--- config.mk ---
export PLATFORM = sky130hd
export DESIGN_NAME = axi_byte_target
export DESIGN_NICKNAME = d
export VERILOG_FILES = /design/src/rtl/axi_byte_target.sv
export SDC_FILE = /design/constraint.sdc
export NUM_CORES = 2
export LEC_CHECK = 0
export ABC_AREA = 1
export BUFFER_PORTS_ARGS = -buffer_cell sky130_fd_sc_hd__clkbuf_2
export CORE_MARGIN = 5
export CORE_UTILIZATION = 55
export CTS_CLUSTER_DIAMETER = 60
export DETAILED_ROUTE_END_ITERATION = 8
export GPL_ROUTABILITY_DRIVEN = 0
export PLACE_DENSITY_LB_ADDON = 0.05
export SLEW_MARGIN = 20
export SYNTH_ARGS = -nofsm -noshare
export SYNTH_HDL_FRONTEND = slang
export SYNTH_SLANG_ARGS = --single-unit
export TNS_END_PERCENT = 100
--- constraint.sdc ---
create_clock -name clk -period 6.3 [get_ports clk]
set_clock_uncertainty 0.15 [all_clocks]
set_input_delay 1.575 -clock clk [delete_from_list [all_inputs] [get_ports clk]]
set_output_delay 1.575 -clock clk [all_outputs]
set_load 0.005 [all_outputs]
--- src/rtl/axi_byte_target.sv ---
// AXI4-Lite byte-wide scratch memory target with independent AW/W holders,
// single-entry B and R response registers and a saturating decode-error counter.
//
// B channel states
//   state  | meaning
//   B_IDLE | no write response outstanding; AW/W holders may accept
//   B_RESP | bvalid high, bresp held until bready
module axi_byte_target #(
    parameter int ADDR_BITS = 8
) (
    input  logic        clk,
    input  logic        s_areset,

    input  logic [31:0] s_axi_awaddr,
    input  logic        s_axi_awvalid,
    output logic        s_axi_awready,
    input  logic [2:0]  s_axi_awsize,

    input  logic [31:0] s_axi_wdata,
    input  logic [3:0]  s_axi_wstrb,
    input  logic        s_axi_wvalid,
    output logic        s_axi_wready,

    output logic [1:0]  s_axi_bresp,
    output logic        s_axi_bvalid,
    input  logic        s_axi_bready,

    input  logic [31:0] s_axi_araddr,
    input  logic        s_axi_arvalid,
    output logic        s_axi_arready,
    input  logic [2:0]  s_axi_arsize,

    output logic [31:0] s_axi_rdata,
    output logic [1:0]  s_axi_rresp,
    output logic        s_axi_rvalid,
    input  logic        s_axi_rready,

    output logic [7:0]  err_count
);

    localparam int DEPTH = 1 << ADDR_BITS;
    localparam logic [1:0] RESP_OKAY   = 2'b00;
    localparam logic [1:0] RESP_SLVERR = 2'b10;

    typedef enum logic {
        B_IDLE = 1'b0,
        B_RESP = 1'b1
    } b_state_t;

    b_state_t    r_b_state;
    logic [1:0]  r_bresp;
    logic        r_aw_full;
    logic [31:0] r_aw_addr;
    logic        r_w_full;
    logic [7:0]  r_w_data;
    logic        r_w_strb0;

    logic        r_rvalid;
    logic [7:0]  r_rdata;
    logic [1:0]  r_rresp;
    logic [7:0]  r_err_count;

    logic [7:0]  r_mem [0:DEPTH-1];

    logic        w_aw_hs;
    logic        w_w_hs;
    logic        w_ar_hs;
    logic        w_commit;
    logic [31:0] w_wr_addr;
    logic [7:0]  w_wr_data;
    logic        w_wr_strb0;
    logic        w_wr_ok;
    logic        w_rd_ok;
    logic [1:0]  w_err_inc;
    logic [8:0]  w_err_sum;
    logic        w_unused;

    // Size fields, upper data lanes and upper strobes carry nothing for a byte target.
    assign w_unused = ^{s_axi_awsize, s_axi_arsize, s_axi_wdata[31:8], s_axi_wstrb[3:1]};

    assign s_axi_awready = !s_areset && !r_aw_full && (r_b_state == B_IDLE);
    assign s_axi_wready  = !s_areset && !r_w_full  && (r_b_state == B_IDLE);
    assign s_axi_arready = !s_areset && !r_rvalid;

    assign w_aw_hs = s_axi_awvalid && s_axi_awready;
    assign w_w_hs  = s_axi_wvalid  && s_axi_wready;
    assign w_ar_hs = s_axi_arvalid && s_axi_arready;

    // A commit may use either a latched beat or one handshaking this cycle.
    assign w_wr_addr  = r_aw_full ? r_aw_addr : s_axi_awaddr;
    assign w_wr_data  = r_w_full  ? r_w_data  : s_axi_wdata[7:0];
    assign w_wr_strb0 = r_w_full  ? r_w_strb0 : s_axi_wstrb[0];
    assign w_commit   = (r_aw_full || w_aw_hs) && (r_w_full || w_w_hs);

    assign w_wr_ok = (w_wr_addr >> ADDR_BITS) == 32'd0;
    assign w_rd_ok = (s_axi_araddr >> ADDR_BITS) == 32'd0;

    assign w_err_inc = {1'b0, w_commit && !w_wr_ok} + {1'b0, w_ar_hs && !w_rd_ok};
    assign w_err_sum = {1'b0, r_err_count} + {7'd0, w_err_inc};

    always_ff @(posedge clk) begin
        if (s_areset) begin
            r_b_state <= B_IDLE;
            r_bresp   <= RESP_OKAY;
            r_aw_full <= 1'b0;
            r_aw_addr <= 32'd0;
            r_w_full  <= 1'b0;
            r_w_data  <= 8'd0;
            r_w_strb0 <= 1'b0;
        end else begin
            case (r_b_state)
                B_IDLE: begin
                    if (w_commit) begin
                        r_b_state <= B_RESP;
                        r_bresp   <= w_wr_ok ? RESP_OKAY : RESP_SLVERR;
                    end
                end
                B_RESP: begin
                    if (s_axi_bready) begin
                        r_b_state <= B_IDLE;
                    end
                end
                default: r_b_state <= B_IDLE;
            endcase

            if (w_commit) begin
                r_aw_full <= 1'b0;
                r_w_full  <= 1'b0;
            end else begin
                if (w_aw_hs) begin
                    r_aw_full <= 1'b1;
                    r_aw_addr <= s_axi_awaddr;
                end
                if (w_w_hs) begin
                    r_w_full  <= 1'b1;
                    r_w_data  <= s_axi_wdata[7:0];
                    r_w_strb0 <= s_axi_wstrb[0];
                end
            end
        end
    end

    // Memory has no reset; a read in the commit cycle sees the old byte.
    always_ff @(posedge clk) begin
        if (!s_areset && w_commit && w_wr_ok && w_wr_strb0) begin
            r_mem[w_wr_addr[ADDR_BITS-1:0]] <= w_wr_data;
        end
    end

    always_ff @(posedge clk) begin
        if (s_areset) begin
            r_rvalid <= 1'b0;
            r_rdata  <= 8'd0;
            r_rresp  <= RESP_OKAY;
        end else if (w_ar_hs) begin
            r_rvalid <= 1'b1;
            r_rdata  <= w_rd_ok ? r_mem[s_axi_araddr[ADDR_BITS-1:0]] : 8'd0;
            r_rresp  <= w_rd_ok ? RESP_OKAY : RESP_SLVERR;
        end else if (r_rvalid && s_axi_rready) begin
            r_rvalid <= 1'b0;
        end
    end

    always_ff @(posedge clk) begin
        if (s_areset) begin
            r_err_count <= 8'd0;
        end else begin
            r_err_count <= w_err_sum[8] ? 8'hFF : w_err_sum[7:0];
        end
    end

    assign s_axi_bvalid = (r_b_state == B_RESP);
    assign s_axi_bresp  = r_bresp;
    assign s_axi_rvalid = r_rvalid;
    assign s_axi_rdata  = {24'd0, r_rdata};
    assign s_axi_rresp  = r_rresp;
    assign err_count    = r_err_count;

endmodule

# Word-level counts from Yosys, hierarchy flattened
# Memories as Yosys holds them, arrays and structs flattened.
# Index checks and enable logic that the tools add are counted.
# op_classes
n_addsub,2
n_mux,14
bitwise_logic,2
n_reduce_logical,30
# op_table
operator,count
zero test 32 bit,2
2-to-1 mux 32 bit,1
2-to-1 mux 8 bit,3
logical AND 1 bit,15
adder 8 x 2 -> 9 bit,1
2-to-1 mux 1 bit,7
zero test 1 bit,6
AND reduction 2 bit,3
2-to-1 mux 2 bit,2
adder 1 x 1 -> 2 bit,1
logical OR 1 bit,2
NOT 1 bit,2
case mux 1 bit (2 select lines),1
nonzero test 2 bit,1
OR reduction 2 bit,1
# word_totals
regBits,65
ramBits,2048
input_bits,113
out_inout_bits,49
word_cells,60
memories,1
# memory_table
name,words,word_bits,read_ports,rd_ports_with_merged_regs,wr,line_no,text
r_mem,256,8,1,0,1,63,logic [7:0] r_mem [0:DEPTH-1];

# Logic depth before layout (Yosys ltp)
# logic_depth
word_depth,11
depth_mapped,15
mapped_depth_nobuf,14

# Worst setup path before layout
# No wires, ideal clock.
# synth_path
kind,input -> register
from,input s_axi_wdata[0]
to,"memory r_mem[0][0], data pin"
setup_time_ns,0.824
arrival_time_ns,4.659
t_required_ns,5.326
setup_slack_ns,0.667
path_stages,2
path_buffers,0
path_cell_list,nand2_1 -> nand2_1
# synth_between
elab_chain_len,1
# synth_rtl
item,line_no,text
"start, declared",19,"input logic [31:0] s_axi_wdata,"
2-to-1 mux 8 bit,91,assign w_wr_data = r_w_full ? r_w_data : s_axi_wdata[7:0];
via w_wr_data[0],70,logic [7:0] w_wr_data;
"end, declared",63,
# The timed path passes the listed nets, and every way through them passes these cells.

# Final worst setup path
# layout_path
from,input s_axi_araddr[0]
to,register r_rdata[5]
# layout_between
elab_chain_len,2
# layout_rtl
item,line_no,text
"start, declared",28,"input logic [31:0] s_axi_araddr,"
memory read (256 x 8 bit),n/a,
2-to-1 mux 8 bit,157,r_rdata <= w_rd_ok ? r_mem[s_axi_araddr[ADDR_BITS-1:0]] : 8'd0;
"end signal, assigned",157,
"end, declared",59,logic [7:0] r_rdata;
# Every way passes these cells.
# A chain may end at the register's enable or synchronous reset.

==> results_dict.tcl <==
set metrics [dict create \
    status "finished clean" \
    synth_compound_area_share_pct 0.433 \
    crit_type "in -> reg" \
    end_kind "flip-flop" \
    min_period_ns 4.27 \
    ys.flop_type "edfxtp_1" \
    reg2reg_depth 7 \
    min_path_type "reg -> reg" \
    grt_setup_unrepaired "no" \
    place_ws_ns 1.23 \
    place_hpwl_microns 128000 \
    synth_xor_area_share_pct 0.0400 \
    port_buffers 102 \
    dpl_cell_area_sq_um 89700 \
    via_count 56000 \
    synthSimpleGateAreaFrac_pct 24.5 \
    syn_avg_cell_area_sq_um 11.9 \
    cts-buffers-inserted 212 \
    viasPerCell 5.89 \
    drc 0 \
    syn_inst 7337 \
    path_depth 13 \
    coreArea_sq_um 158000 \
    clkPwrFrac_pct 40.2 \
    slowest_stage "inv_8" \
    ys_ff_latch 2111 \
    r2r_end "r_mem[232][7]" \
    finalSetupTns_ns 0 \
    switching_share_pct 23.6 \
    grt_first_pass_wirelength_microns 342000 \
    critPathTopFamily "simple AND/OR/NAND/NOR gates" \
    endpoint "r_rdata[5]" \
    synthAdderAreaFrac_pct 0.0372 \
    first_global_vias 53300 \
    seq_power_share_pct 52.3 \
    cts_sinks 2111 \
    synth.yosys.seq_area_share_pct 71.7 \
    synth_top_family_by_area "simple AND/OR/NAND/NOR gates" \
    postLayoutCellArea_sq_um 96300 \
    setup_viol 0 \
    grt_overflow_total 0 \
    cp.arrival_ns 4.87 \
    synth_top_cells_by_area "edfxtp_1 70%, nand3_1 12%, nand2_1 9.0%" \
    grt_max_degree 182 \
    clk_pin_slew_worst_paths_ns 0.06 \
    worst_path_largest_cell_delay_ns 0.74 \
    drt_iter0_drc 5757 \
    fin_nets 7375 \
    synth_cell_types 36 \
    ios 162 \
    synth_area_leader_cell "edfxtp_1" \
    synthMuxAreaShare_pct 0 \
    synth_common_cells "2106 x nand2_1, 2048 x edfxtp_1, 2048 x nand3_1" \
    p_leak_nw 33.1 \
    root_buffer "clkbuf_16" \
    worstHoldStart "s_axi_rresp[1]" \
    p_sw_w 0.00706 \
    area_growth_pct 10.1 \
    async_flop_share_pct 0 \
    final_max_slew_viol_count 0 \
    worst_setup_path_start_kind "input port" \
    whs_path_depth 2 \
    cts_hold_buf 0 \
    yosysWarnings 0 \
    synth-edff-count 2048 \
    path_buf_inv 3 \
    cts_setup_buffers 0 \
    layout_worst_path_cycle_share_pct 67.7 \
    yosysTopAreaCellShare_pct 70.3 \
    cts_tree "yes" \
    fmax_mhz 234 \
    worstSetupStartpoint "s_axi_araddr[0]" \
    r2r_setup_slack_ns 2.33 \
    total_power_w 0.0299 \
    htree_num_levels 4 \
    wl_microns 231000 \
    rows 146 \
    powerDensity_nw_per_um2 311 \
    cp_common_cell "nand3_1" \
    syn_area_sq_um 87500 \
    grt_use_total_pct 27.1 \
    worstMarginPinSlew_ns 1.10 \
    clock_latency_ns 0.84 \
    die_x_microns 409 \
    drive_gt1_share_pct 11.4 \
    hold_viol 0 \
    yosysMostFrequentCell "nand2_1" \
    dieHeight_microns 409 \
    clk_path_buf_depth 3 \
    max-cap-violations 0 \
    setup_ws_ns 2.03 \
    crit_chain "buf_8, inv_8, buf_4, nand2_1, nand3_1, nand3_1, nand3_1, nand3_1, nand3_1, nand3_1, nand3_1, nand3_1, a21oi_1" \
    start_util_pct 55.3 \
    antenna_found_initial 4 \
    ir_worst_vdd_uv 305 \
    dieArea_sq_um 167000 \
    avgRoutedWirePerCell_microns 24.2 \
    crit_fanout 130 \
    slew-limit-headroom_pct 26.5 \
    fillers 12500 \
    power_frac_comb_pct 7.5 \
    required_ns 6.90 \
    r2r_start "r_aw_full" \
    drtAntennaViolNets 0 \
    p_int_w 0.0229 \
    drtPass1Iterations 5 \
    cts-resized-gates 0 \
]
[stage by stage]
stage,hold slack (ns),std cells,utilization [%]
floorplan,0.312,7362,-
global placement,0.309,9118,56.7
detailed placement,0.312,9118,56.7
CTS,0.322,9508,60.8
global route,0.363,9508,60.9
finish,0.320,9511,60.9
[worst min-delay path, stage by stage, from the launching register on]
cell and delay [ns]:
dfxtp_1 0.31, nand3_1 0.07, nand2_1 0.05
[registers in the layout, summed over array words and instances (netlist names)]
name and cells:
s_axi_rresp 1, s_axi_bresp 1, r_rdata 8, r_aw_full 1, err_count 8, s_axi_rvalid 1
r_w_data 8, r_w_strb0 1, r_w_full 1, r_mem 2048, r_aw_addr 32, s_axi_bvalid 1
[kinds of logic (layout without fill, tap and decap cells)]
group | Yosys count | in the layout
compound gates | 70 | 70
xor+xnor | 4 | 4
fa+ha+maj | 2 | 2
buf+inv | 584 | 658
flops | 2111 | 2111
other cells | 1 | 29
simple gates | 4565 | 4565
[power groups by stage]
stage | clock network (W) | registers, W | logic (W)
3_3_place_gp | 0 | 0.0159 | 0.00222
4_1_cts | 0.0122 | 0.0156 | 0.00225
5_1_grt | 0.0128 | 0.0156 | 0.00242
2_1_floorplan | 0 | 0.0161 | 0.00130
6_report | 0.0120 | 0.0156 | 0.00226
3_5_place_dp | 0 | 0.0159 | 0.00225
[layout make-up]
| cell class | instances | area, sq um | area share, % |
|---|---|---|---|
| Antenna cell | 3 | 7.51 | 0.00780 |
| Clock buffer | 258 | 5590 | 5.81 |
| Clock inverter | 132 | 976 | 1.01 |
| Inverter | 29 | 136 | 0.142 |
| Multi-Input combinational cell | 4667 | 22100 | 23.0 |
| Sequential cell | 2111 | 62800 | 65.2 |
| Tap cell | 2072 | 2590 | 2.69 |
| Timing Repair Buffer | 239 | 2070 | 2.15 |
[layout by cell type, fill, tap and decap left out, drive strengths merged]
cell         n
xnor2        1
nand4        7
clkinv     113
clkinvlp     1
a21oi       13
bufinv      12
nor4        17
clkbuf     355
fa           1
nand3b       1
dfxtp       63
nand3     2048
diode        3
ha           1
o21ai       54
buf        142
nor3       261
conb        26
o21a         1
edfxtp    2048
nand2     2117
nor2       106
or2          8
a31oi        1
xor2         3
inv         35
a211oi       1
[how the worst min path moves through the flow]
stage / to / slack (ns)
finish: s_axi_rresp[1] / 0.32
global route: s_axi_rresp[1] / 0.36
CTS: s_axi_rresp[1] / 0.32
detailed placement: s_axi_rresp[1] / 0.31
global placement: s_axi_rresp[1] / 0.31
floorplan: r_rdata[0] / 0.31
[routing by layer]
metal,global-route usage (%),up-vias,wire [microns]
met5,0,-,0
met4,9.19,0,7900
met3,4.13,404,16600
met2,43.4,2075,110000
met1,38.5,27500,96500
li1,-,26100,-
Power figures use the tool's default switching activity.
